$ cat src/rtl/ide_pkg.sv
// Shared IDE sector-buffer geometry and drain-engine types.
// Used by the buffer, the write-side block and the read-side drain.
package ide_pkg;

  localparam int unsigned IDE_BUF_ADDR_W = 9;
  localparam int unsigned IDE_BUF_DATA_W = 16;
  localparam int unsigned IDE_BUF_DEPTH  = 512;

  typedef enum logic {
    DRAIN_IDLE,
    DRAIN_RUN
  } drain_state_e;

endpackage

$ cat src/rtl/ide_data_drain_if.sv
// Control, buffer read port and host strobe signals of the IDE read-side drain.
// master = drain engine, slave = controller/buffer/host side.
interface ide_data_drain_if
  import ide_pkg::*;
#(
  parameter int unsigned ADDR_W = IDE_BUF_ADDR_W,
  parameter int unsigned DATA_W = IDE_BUF_DATA_W
) ();

  logic              start;
  logic [ADDR_W-1:0] start_addr;
  logic [ADDR_W:0]   word_count;
  logic              abort;
  logic [ADDR_W-1:0] buf_addr;
  logic [DATA_W-1:0] buf_data;
  logic [DATA_W-1:0] data_out;
  logic              drq;
  logic              rd_strobe;
  logic              busy;
  logic              done;
  logic              underrun;

  modport master (
    input  start, start_addr, word_count, abort, buf_data, rd_strobe,
    output buf_addr, data_out, drq, busy, done, underrun
  );

  modport slave (
    output start, start_addr, word_count, abort, buf_data, rd_strobe,
    input  buf_addr, data_out, drq, busy, done, underrun
  );

endinterface

$ cat src/rtl/ide_drain_skid.sv
// Two-entry holding queue between the buffer read port and the host data register.
// Owns occupancy; room says whether another read may be issued this cycle.
module ide_drain_skid
  import ide_pkg::*;
#(
  parameter int unsigned DATA_W = IDE_BUF_DATA_W
) (
  input  logic              clk,
  input  logic              rst,
  input  logic              push,
  input  logic [DATA_W-1:0] push_data,
  input  logic              pop,
  input  logic              flush,
  input  logic              in_flight,
  output logic [1:0]        count,
  output logic [DATA_W-1:0] head,
  output logic              room
);

  logic [DATA_W-1:0] e0, e1;
  logic [1:0]        count_q;
  logic [2:0]        occ_next;

  always_comb begin
    occ_next = 3'(count_q) + 3'(push) - 3'(pop);
    // the word fetched in the next cycle lands after in_flight has been pushed
    room     = (occ_next + 3'(in_flight)) < 3'd2;
  end

  always_ff @(posedge clk) begin
    if (rst) begin
      e0      <= '0;
      e1      <= '0;
      count_q <= '0;
    end else if (flush) begin
      count_q <= '0;
    end else begin
      count_q <= occ_next[1:0];
      unique case ({push, pop})
        2'b10: begin
          if (count_q == 2'd0) e0 <= push_data;
          else                 e1 <= push_data;
        end
        2'b01: begin
          // a single-entry pop leaves the head in place so data_out holds the last word
          if (count_q == 2'd2) e0 <= e1;
        end
        2'b11: begin
          if (count_q == 2'd1) begin
            e0 <= push_data;
          end else begin
            e0 <= e1;
            e1 <= push_data;
          end
        end
        default: ;
      endcase
    end
  end

  assign count = count_q;
  assign head  = e0;

endmodule

$ cat src/rtl/ide_data_drain.sv
// Read-side streaming engine: drains a programmed run of buffer words to the host
// data register, one word per cycle, hiding the buffer's registered read latency.
module ide_data_drain
  import ide_pkg::*;
#(
  parameter int unsigned ADDR_W = IDE_BUF_ADDR_W,
  parameter int unsigned DATA_W = IDE_BUF_DATA_W
) (
  input  logic                 clk,
  input  logic                 rst,
  ide_data_drain_if.master     bus
);

  drain_state_e      state;
  logic [ADDR_W-1:0] fetch_ptr;
  logic [ADDR_W:0]   fetch_left;
  logic [ADDR_W:0]   xfer_left;
  logic              ret_q;
  logic              done_q;
  logic              underrun_q;

  logic [1:0]        q_count;
  logic [DATA_W-1:0] q_head;
  logic              room;
  logic              drq;
  logic              pop;
  logic              issue;
  logic              accept_start;

  assign drq          = (q_count != 2'd0);
  assign pop          = bus.rd_strobe && drq;
  assign accept_start = bus.start && !bus.abort && (state == DRAIN_IDLE);

  // buf_addr shows fetch_ptr continuously; a cycle counts as a read only when issue is set
  assign issue = (state == DRAIN_RUN) && (fetch_left != '0) && room;

  ide_drain_skid #(.DATA_W(DATA_W)) u_skid (
    .clk       (clk),
    .rst       (rst),
    .push      (ret_q),
    .push_data (bus.buf_data),
    .pop       (pop),
    .flush     (bus.abort),
    .in_flight (1'b0),
    .count     (q_count),
    .head      (q_head),
    .room      (room)
  );

  always_ff @(posedge clk) begin
    if (rst) begin
      state      <= DRAIN_IDLE;
      fetch_ptr  <= '0;
      fetch_left <= '0;
      xfer_left  <= '0;
      ret_q      <= 1'b0;
      done_q     <= 1'b0;
      underrun_q <= 1'b0;
    end else begin
      done_q <= 1'b0;
      ret_q  <= issue && !bus.abort;

      if (accept_start)                 underrun_q <= 1'b0;
      else if (bus.rd_strobe && !drq)   underrun_q <= 1'b1;

      if (bus.abort) begin
        state <= DRAIN_IDLE;
      end else begin
        unique case (state)
          DRAIN_IDLE: begin
            if (bus.start) begin
              fetch_ptr  <= bus.start_addr;
              fetch_left <= bus.word_count;
              xfer_left  <= bus.word_count;
              if (bus.word_count != '0) state  <= DRAIN_RUN;
              else                      done_q <= 1'b1;
            end
          end
          DRAIN_RUN: begin
            if (issue) begin
              fetch_ptr  <= fetch_ptr + ADDR_W'(1);
              fetch_left <= fetch_left - (ADDR_W+1)'(1);
            end
            if (pop) begin
              xfer_left <= xfer_left - (ADDR_W+1)'(1);
              if (xfer_left == (ADDR_W+1)'(1)) begin
                state  <= DRAIN_IDLE;
                done_q <= 1'b1;
              end
            end
          end
          default: state <= DRAIN_IDLE;
        endcase
      end
    end
  end

  assign bus.buf_addr = fetch_ptr;
  assign bus.data_out = q_head;
  assign bus.drq      = drq;
  assign bus.busy     = (state == DRAIN_RUN);
  assign bus.done     = done_q;
  assign bus.underrun = underrun_q;

endmodule

$ cat src/flat_wrapper.sv
// flat-port wrapper written by rule: the top's interface ports become plain ports
module ide_data_drain_flat import ide_pkg::*;
#(
  parameter int unsigned ADDR_W = IDE_BUF_ADDR_W,
  parameter int unsigned DATA_W = IDE_BUF_DATA_W
)
  (clk, rst, bus_start, bus_start_addr, bus_word_count, bus_abort, bus_buf_data, bus_rd_strobe, bus_buf_addr, bus_data_out, bus_drq, bus_busy, bus_done, bus_underrun);
  ide_data_drain_if #(.ADDR_W(ADDR_W), .DATA_W(DATA_W)) bus_i ();
  input  logic clk;
  input  logic rst;
  input wire logic [$bits(bus_i.start)-1:0] bus_start;
  input wire logic [$bits(bus_i.start_addr)-1:0] bus_start_addr;
  input wire logic [$bits(bus_i.word_count)-1:0] bus_word_count;
  input wire logic [$bits(bus_i.abort)-1:0] bus_abort;
  input wire logic [$bits(bus_i.buf_data)-1:0] bus_buf_data;
  input wire logic [$bits(bus_i.rd_strobe)-1:0] bus_rd_strobe;
  output wire logic [$bits(bus_i.buf_addr)-1:0] bus_buf_addr;
  output wire logic [$bits(bus_i.data_out)-1:0] bus_data_out;
  output wire logic [$bits(bus_i.drq)-1:0] bus_drq;
  output wire logic [$bits(bus_i.busy)-1:0] bus_busy;
  output wire logic [$bits(bus_i.done)-1:0] bus_done;
  output wire logic [$bits(bus_i.underrun)-1:0] bus_underrun;
  assign bus_i.start = bus_start;
  assign bus_i.start_addr = bus_start_addr;
  assign bus_i.word_count = bus_word_count;
  assign bus_i.abort = bus_abort;
  assign bus_i.buf_data = bus_buf_data;
  assign bus_i.rd_strobe = bus_rd_strobe;
  assign bus_buf_addr = bus_i.buf_addr;
  assign bus_data_out = bus_i.data_out;
  assign bus_drq = bus_i.drq;
  assign bus_busy = bus_i.busy;
  assign bus_done = bus_i.done;
  assign bus_underrun = bus_i.underrun;
  ide_data_drain #(.ADDR_W(ADDR_W), .DATA_W(DATA_W)) u_core (.clk(clk), .rst(rst), .bus(bus_i));
endmodule
$ cat config.mk
export PLATFORM = sky130hd
export DESIGN_NAME = ide_data_drain_flat
export DESIGN_NICKNAME = d
export VERILOG_FILES = /design/src/rtl/ide_pkg.sv /design/src/rtl/ide_data_drain_if.sv /design/src/rtl/ide_drain_skid.sv /design/src/rtl/ide_data_drain.sv /design/src/flat_wrapper.sv
export SDC_FILE = /design/constraint.sdc
export NUM_CORES = 1
export LEC_CHECK = 0
export CORE_AREA = 2 2 99 101
export DETAILED_ROUTE_END_ITERATION = 7
export DIE_AREA = 0 0 101 103
export PLACE_DENSITY = 0.72
export SLEW_MARGIN = 20
export SYNTH_ARGS = -nofsm -noshare
export SYNTH_HDL_FRONTEND = slang
export SYNTH_HIERARCHICAL = 1
export SYNTH_SLANG_ARGS = --single-unit
$ cat constraint.sdc
create_clock -name clk -period 4.8 [get_ports clk]
set_input_delay 0.96 -clock clk [delete_from_list [all_inputs] [get_ports clk]]
set_output_delay 0.96 -clock clk [all_outputs]
set_load 0.01 [all_outputs]
==> results of run 1 <==
[worst paths after layout]
path / start / end / slack (ns) / cells after the start
max: bus_rd_strobe / u_core/fetch_left[0]$_SDFFE_PP0P_ / 0.78 / 15
min: u_core/u_skid/e1[11]$_SDFFE_PP0P_ / u_core/u_skid/e1[11]$_SDFFE_PP0P_ / 0.48 / 2
max reg2reg: u_core/u_skid/count[1]$_SDFF_PP0_ / u_core/fetch_left[0]$_SDFFE_PP0P_ / 1.23 / 14
min reg2reg: u_core/u_skid/e1[11]$_SDFFE_PP0P_ / u_core/u_skid/e1[11]$_SDFFE_PP0P_ / 0.48 / 2
[layout by cell type, fill, tap and decap left out, types with 7 or more instances in the layout]
master | synthesis | routed
clkdlybuf4s50_1 | 0 | 67
dfxtp_1 | 67 | 67
nand2b_1 | 34 | 34
o21ai_0 | 31 | 31
a21oi_1 | 28 | 28
nand3_1 | 25 | 25
a211oi_1 | 23 | 23
nor2_1 | 22 | 22
mux2i_1 | 18 | 18
inv_1 | 15 | 15
nand2_1 | 15 | 15
nor3_1 | 13 | 13
clkbuf_8 | 0 | 10
a311oi_1 | 10 | 10
o31ai_1 | 10 | 10
a311oi_2 | 10 | 10
nor4_1 | 7 | 7
ha_1 | 7 | 7
[per-layer routing]
metal | vias up | GRT usage [%]
met5 | - | 0
met4 | 0 | 7.28
met3 | 19 | 5.22
met2 | 165 | 33.3
met1 | 1780 | 27.3
li1 | 1803 | -
[area by class of cell]
type | instances | area share [%]
flip-flops and latches | 67 | 28.2
inverters | 16 | 1.26
clock inverters | 6 | 1.34
repair buffers | 72 | 14.8
well taps | 114 | 3.00
multi-input cells | 334 | 48.5
clock buffers | 10 | 2.89
[power by group through the flow]
stage,sequential [mW],combinational (mW),clock [mW]
after detailed placement,0.617,0.245,0
after floorplan,0.613,0.154,0
after global routing,0.609,0.272,0.524
after global placement,0.616,0.240,0
after CTS,0.605,0.246,0.499
final,0.605,0.250,0.484
[state kept, by name (all words and copies together) (netlist names)]
signal	cells
u_core/fetch_left	10
u_core/u_skid/e1	16
u_core/u_skid/head	16
u_core/xfer_left	10
u_core/u_skid/count	2
u_core/bus.buf_addr	9
u_core/bus.busy	1
u_core/bus.done	1
u_core/bus.underrun	1
u_core/ret_q	1
[cells by family (layout without fill, tap and decap cells)]
| kind of cell | Yosys count | after routing | synth area share [%] |
|---|---|---|---|
| multiplexers | 19 | 19 | 5.01 |
| XOR/XNOR | 3 | 3 | 0.675 |
| adder cells (fa/ha/maj) | 8 | 8 | 2.76 |
| other | 1 | 1 | 0.0963 |
| AND/OR/NAND/NOR | 150 | 150 | 22.0 |
| flip-flops | 67 | 67 | 34.5 |
| AO/OA/AOI/OAI | 153 | 153 | 28.9 |
| buffers and inverters | 53 | 104 | 6.17 |
[worst max-delay path: stages]
cell	delay (ns)
clkdlybuf4s50_1	0.44
o21ai_0	0.15
inv_1	0.10
ha_1	0.29
inv_1	0.06
ha_1	0.13
inv_1	0.05
fa_1	0.50
inv_1	0.05
ha_1	0.27
nor2_1	0.10
nand2_1	0.09
a21o_1	0.38
nor2_1	0.49
a311oi_1	0.18
==> impl_metrics.tcl, run 1 <==
set metrics [dict create \
    power_frac_clock_pct 36.2 \
    core_mm2 0.00946 \
    fmax_ghz 0.248 \
    p_sw_share_pct 29.6 \
    wl_per_cell_um 17.0 \
    gp_congestion 0.810 \
    grt_pass1_vias 3579 \
    maxSlewViolCount 0 \
    via_per_inst 6.09 \
    layout-drive-gt1-share_pct 9.11 \
    maxCapViolCount 0 \
    slew_headroom_pct 33.3 \
    arrival_ns 4.23 \
    fill_cells 916 \
    netlist_instances 454 \
    power_frac_seq_pct 45.2 \
    portBuffers 68 \
    regArea_mm2 0.00134 \
    p_total_mw 1.34 \
    holdWs_ns 0.476 \
    vdd_drop_max_uv 191 \
    layout_setup_ws_ns 0.775 \
    dpl.cell_count 603 \
    fp-row-count 36 \
    htree_levels 3 \
    final_area_mm2 0.00476 \
    synth.top_cells.by_area "dfxtp_1 (34%), nand2b_1 (5.5%), mux2i_1 (4.6%)" \
    cts-root-buf "clkbuf_8" \
    cts.repair.resized 0 \
    crit_type "input pin to flip-flop" \
    multi_input_area_mm2 0.00231 \
    period_share_pct 83.8 \
    routed_wl_um 10500 \
    synthToLayoutAreaGrowth_pct 22.3 \
    status "finished, final reports clean" \
    power_switching_uw 397 \
    crit_required_ns 5.01 \
    synth_fp_nets 502 \
    first_iter_violations 215 \
    start_util_pct 41.2 \
    hold_path_class "flip-flop to flip-flop" \
    finalSetupTns_ns 0 \
    hold_viol_final 0 \
    die_h_um 103 \
    drt.antenna.violating_nets 0 \
    clock_sinks 67 \
    synth_area_mm2 0.00389 \
    p_int_uw 943 \
    drtPass1Iterations 5 \
    clock_skew_ns 0.00737 \
    antenna_found_initial 0 \
    final_nets 548 \
    cts_made_buffers 9 \
    clk_pin_slew_ns 0.08 \
    ys_async_sr_fraction_pct 0 \
    ys_seq_area_share_pct 34.5 \
    track_usage_pct 20.8 \
    cts_setup_buffers 0 \
    io_pins 69 \
    ys_warn_count 6 \
    yosysMostFrequentCell "dfxtp_1" \
    pre_cts_ws_ns 0.421 \
    clk_path_buf_depth 2 \
    wl_met3_um 755 \
    synth-main-ff-cell "dfxtp_1" \
    power_frac_comb_pct 18.7 \
    synth_top_area_cell "dfxtp_1" \
    rsz0062_at_grt "no" \
    routed.top_layer "met4" \
    dp_hpwl_um 7040 \
    synth-seq-cells 67 \
    wirelength_met1_um 4810 \
    grt_start_max_net_pins 59 \
    cellPowerDensity_mw_per_mm2 281 \
    cp-start-kind "input pin" \
    worst-path-max-fanout 13 \
    syn-mean-instance-area_um2 8.57 \
    wl_met2_um 4770 \
    ctsHoldBuffers 0 \
    vias 3767 \
    power_leakage_nw 1.60 \
    synth_common_cells "dfxtp_1 (67), nand2b_1 (34), o21ai_0 (31)" \
    drc 0 \
    clk_latency_ns 0.35 \
    cts_tree "built" \
    synth_edf_count 0 \
    grt_overflow 0 \
    period_minus_slack_ns 4.02 \
    fin_util_pct 50.3 \
    end_kind "flip-flop" \
    fp.dieW_um 101 \
    fin_cells 619 \
    placed_area_mm2 0.00456 \
    yosysUniqueCellTypes 66 \
    setup_viol 0 \
    worst_slew_pin_slew_ns 1.00 \
    grt_pass1_wl_um 17200 \
    n_antenna_cell 0 \
    synth_top_area_share_pct 34.5 \
    dieArea_mm2 0.0104 \
]
Power figures use the tool's default switching activity.
==> run 2: changes to the inputs <==
--- a/config.mk
+++ b/config.mk
@@ -8,7 +8,7 @@
 export CORE_AREA = 2 2 99 101
 export DETAILED_ROUTE_END_ITERATION = 7
 export DIE_AREA = 0 0 101 103
-export PLACE_DENSITY = 0.72
+export PLACE_DENSITY = 0.74
 export SLEW_MARGIN = 20
 export SYNTH_ARGS = -nofsm -noshare
 export SYNTH_HDL_FRONTEND = slang
==> constraint.sdc (replaced) <==
create_clock -name clk -period 3.4 [get_ports clk]
set_input_delay 0.68 -clock clk [delete_from_list [all_inputs] [get_ports clk]]
set_output_delay 0.68 -clock clk [all_outputs]
set_load 0.01 [all_outputs]
==> run 2 against run 1 <==
  * First-iteration DRC count down 9.3%
  * Register-to-register slack got worse by 0.90 ns
  * Clock-buffer cell count is 1 higher
  * Setup slack lost 0.50 ns
  * Largest cell class unchanged
  * Cell area grew 4.0%
  * Worst hold slack gained 0.00088 ns
==> impl_metrics.tcl, run 2 (synthesis results as in run 1) <==
set metrics [dict create \
    cts_made_buffers 9 \
    pre_cts_ws_ns -0.474 \
    crit_required_ns 3.61 \
    final_area_mm2 0.00495 \
    wl_per_cell_um 16.7 \
    layout-drive-gt1-share_pct 12.5 \
    maxSlewViolCount 0 \
    gp_congestion 0.880 \
    power_frac_comb_pct 18.1 \
    holdWs_ns 0.477 \
    worst-path-max-fanout 6 \
    cts-root-buf "clkbuf_8" \
    die_h_um 103 \
    cp-start-kind "input pin" \
    htree_levels 3 \
    routed_wl_um 10600 \
    drtPass1Iterations 5 \
    period_minus_slack_ns 3.13 \
    fin_cells 633 \
    power_switching_uw 564 \
    grt_pass1_wl_um 17300 \
    synthToLayoutAreaGrowth_pct 27.2 \
    fmax_ghz 0.320 \
    track_usage_pct 20.6 \
    setup_viol 0 \
    via_per_inst 6.05 \
    io_pins 69 \
    power_leakage_nw 1.71 \
    clock_skew_ns 0.00894 \
    clk_path_buf_depth 2 \
    p_sw_share_pct 27.4 \
    period_share_pct 92.0 \
    arrival_ns 3.34 \
    final_cell_mix "dfxtp_1 (67), clkdlybuf4s50_1 (66), nand2b_1 (34)" \
    clk_latency_ns 0.35 \
    placed_area_mm2 0.00465 \
    dpl.cell_count 615 \
    p_int_mw 1.50 \
    first_iter_violations 195 \
    clk_pin_slew_ns 0.07 \
    layout_setup_ws_ns 0.273 \
    clock_sinks 67 \
    grt_overflow 0 \
    grt_pass1_vias 3624 \
    maxCapViolCount 0 \
    cellPowerDensity_mw_per_mm2 416 \
    dp_hpwl_um 7020 \
    power_frac_clock_pct 40.6 \
    drc 0 \
    core_mm2 0.00946 \
    slew_headroom_pct 51.5 \
    power_frac_seq_pct 41.3 \
    hold_path_class "flip-flop to flip-flop" \
    vias 3832 \
    dieArea_mm2 0.0104 \
    grt_start_max_net_pins 52 \
    hold_viol_final 0 \
    n_antenna_cell 0 \
    status "finished, final reports clean" \
    final_common_cell "dfxtp_1" \
    rsz0062_at_grt "no" \
    drt.antenna.violating_nets 0 \
    cts_tree "built" \
    fp-row-count 36 \
    p_total_mw 2.06 \
    antenna_found_initial 0 \
    portBuffers 68 \
    fp.dieW_um 101 \
    start_util_pct 41.2 \
    end_kind "flip-flop" \
    crit_type "input pin to flip-flop" \
    worst_slew_pin_slew_ns 0.726 \
    vdd_drop_max_uv 243 \
    final_nets 562 \
]
[run 2: cell types whose count changed in the layout (fill, tap and decap cells not counted), sizes merged, moves of 2 or more]
cell and change:
clkinv -2, clkinvlp -2, bufinv +2, buf +13
[run 2: what timing repair did]
item	4_1_cts	5_1_grt
buffers inserted	1	0
gates cloned	1	0
endpoints found under the setup margin	12	19
pin swaps	1	3
gates resized for setup	6	5
hold buffers	0	0
[run 2: final cells by class]
type	instances	area [um2]
fillers	877	4510
multi-input cells	335	2350
flip-flops and latches	67	1340
repair buffers	85	806
well taps	114	143
clock buffers	11	141
clock inverters	5	108
inverters	16	60.1
[run 2: power groups by stage]
stage | Sequential [mW] | Clock, mW | Combinational, mW
floorplan | 0.865 | 0 | 0.218
finish | 0.851 | 0.837 | 0.374
CTS | 0.850 | 0.856 | 0.366
global route | 0.857 | 0.888 | 0.410
global placement | 0.866 | 0 | 0.352
detailed placement | 0.868 | 0 | 0.358
[run 2: per-layer routing]
layer | up-vias | GRT usage, % | routed length (um)
met5 | - | 0 | 0
met4 | 0 | 7.90 | 154
met3 | 20 | 5.76 | 764
met2 | 152 | 33.1 | 4950
met1 | 1819 | 26.4 | 4710
li1 | 1841 | - | -
[run 2: final timing paths]
| check | start | end | slack [ns] | depth (start not counted) |
|---|---|---|---|---|
| hold reg to reg | u_core/u_skid/e1[6]$_SDFFE_PP0P_ | u_core/u_skid/e1[6]$_SDFFE_PP0P_ | 0.48 | 2 |
| setup / recovery | bus_rd_strobe | u_core/fetch_left[5]$_SDFFE_PP0P_ | 0.27 | 15 |
| setup reg to reg | u_core/u_skid/count[1]$_SDFF_PP0_ | u_core/fetch_left[5]$_SDFFE_PP0P_ | 0.33 | 14 |
| hold / removal | u_core/u_skid/e1[6]$_SDFFE_PP0P_ | u_core/u_skid/e1[6]$_SDFFE_PP0P_ | 0.48 | 2 |
[run 2: through the flow]
stage	TNS, ns	util (%)
2_1_floorplan	0	-
3_3_place_gp	-5.70	49.2
3_5_place_dp	-7.44	49.2
4_1_cts	-0.0292	52.1
5_1_grt	0	52.3
6_report	0	52.3
[run 2: worst max-delay path: stages]
cell and delay, ns:
dlymetal6s2s_1 0.14, o21ai_2 0.08, inv_1 0.08, ha_1 0.28
inv_1 0.06, ha_1 0.14, inv_1 0.05, fa_1 0.50
inv_1 0.05, ha_1 0.29, nor2_2 0.10, nand2_2 0.12
a21o_4 0.29, o311ai_0 0.35, o31ai_1 0.13
==> patch (flow settings as in run 1) <==
Set the package constant `IDE_BUF_DATA_W` to 14 (it was 16).
--- a/src/rtl/ide_pkg.sv
+++ b/src/rtl/ide_pkg.sv
@@ -3,7 +3,7 @@
 package ide_pkg;
 
   localparam int unsigned IDE_BUF_ADDR_W = 9;
-  localparam int unsigned IDE_BUF_DATA_W = 16;
+  localparam int unsigned IDE_BUF_DATA_W = 14;
   localparam int unsigned IDE_BUF_DEPTH  = 512;
 
   typedef enum logic {
Interface: changed (resized bus_buf_data and bus_data_out); port bits go from 69 to 65. No check against the original RTL was run, so the function may have changed too.
==> patch against run 1 <==
  * Die area unchanged
  * Final area decreased by 6.3%
  * Routed wire length decreased by 8.6%
  * Global-route usage decreased by 1.7 points
  * Area after synthesis decreased by 6.9%
  * Synthesized cell count decreased by 4.2%
  * Sequential cell count decreased by 4
  * Fmax decreased by 0.79%
  * Clock skew decreased by 0.0024 ns
  * Power decreased by 5.5%
  * Count of clock-buffer cells in the layout unchanged
  * Core utilization decreased by 3.2 points
  * Worst setup slack got worse by 0.032 ns
  * Critical path type unchanged
  * Largest cell class unchanged
  * Highest routed layer unchanged
==> patch: results (changes against run 1) <==
Parameter                              Value

STA
  Slew at the pin with the worst max-slew slack ... 1.01 ns (was 1.00 ns)

Worst setup path
  Largest stage delay on the critical path ... 0.52 ns (was 0.50 ns)
  Arrival time at the worst endpoint ... 4.34 ns (was 4.23 ns)
  Critical Path Slowest Stage Cell ... nor2_1 (was fa_1)

Synthesis
  Post-synthesis sequential area ratio ... 34.8% (was 34.5%)
  Mean instance size in the synthesized netlist ... 8.33 um2 (was 8.57 um2)
  Multiplexer share of the synthesized area ... 4.83% (was 5.01%)
  Netlist cell types ... 63 (was 66)
  Leading post-synthesis cells by instance count ... dfxtp_1 (63), nand2b_1 (30), o21ai_0 (29) (was dfxtp_1 (67), nand2b_1 (34), o21ai_0 (31))
  Post-synthesis adder-cell area fraction ... 2.97% (was 2.76%)
  Biggest area contributors in the synthesized netlist ... dfxtp_1 (35%), nand2b_1 (5.2%), mux2i_1 (4.4%) (was dfxtp_1 (34%), nand2b_1 (5.5%), mux2i_1 (4.6%))

Status
  Run status ... finished, final reports clean (unchanged)

Detailed routing
  1st-iter DRT viols ... 162 (was 215)
  Routed length per instance ... 16.1 um (was 17.0 um)
  Total number of vias ... 3,538 (was 3,767)

Global routing
  GR Layer Usage met2 ... 30.9% (was 33.3%)
  Maximum number of pins on one net before global-route repair ... 43 (was 59)
  Number of global-route vias before repair ... 3,343 (was 3,579)

Layout
  Layout net count ... 525 (was 548)
  Number of combinational gates with multiple inputs ... 320 (was 334)
  Fraction of layout cells with a size suffix above 1 ... 7.02% (was 9.11%)
  Non-Clock Buffer Area Fraction ... 15.1% (was 14.8%)

Placement
  Placed wire-length estimate after detailed placement ... 6.60 mm (was 7.04 mm)

Power and ir drop
  Sequential group power ... 0.000572 W (was 0.000605 W)
  Static Leakage ... 1.53 nW (was 1.60 nW)

Clock tree
  Clock sink count ... 63 (was 67)
## patch: cell types whose count changed after synthesis, sizes merged
| cell | run 1 | this run |
|---|---|---|
| dfxtp | 67 | 63 |
| nand3 | 25 | 23 |
| a311oi | 20 | 18 |
| buf | 12 | 10 |
| clkbuf | 25 | 26 |
| mux2i | 18 | 16 |
| nand2b | 34 | 30 |
| o21ai | 31 | 29 |
| a211oi | 23 | 21 |
## patch: final timing paths
path                          startpoint              endpoint  slack, ns  cells after the start
hold reg to reg      u_core/u_skid/e1[6]   u_core/u_skid/e1[6]       0.48                      2
hold / removal       u_core/u_skid/e1[6]   u_core/u_skid/e1[6]       0.48                      2
setup reg to reg  u_core/u_skid/count[1]  u_core/fetch_left[7]       1.23                     14
setup / recovery           bus_rd_strobe  u_core/fetch_left[7]       0.74                     15
## patch: per-layer routing
metal  up-vias  wire length, um
met5         -                0
met4         0              117
met3        14              646
met2       134             4460
met1      1655             4390
li1       1735                -
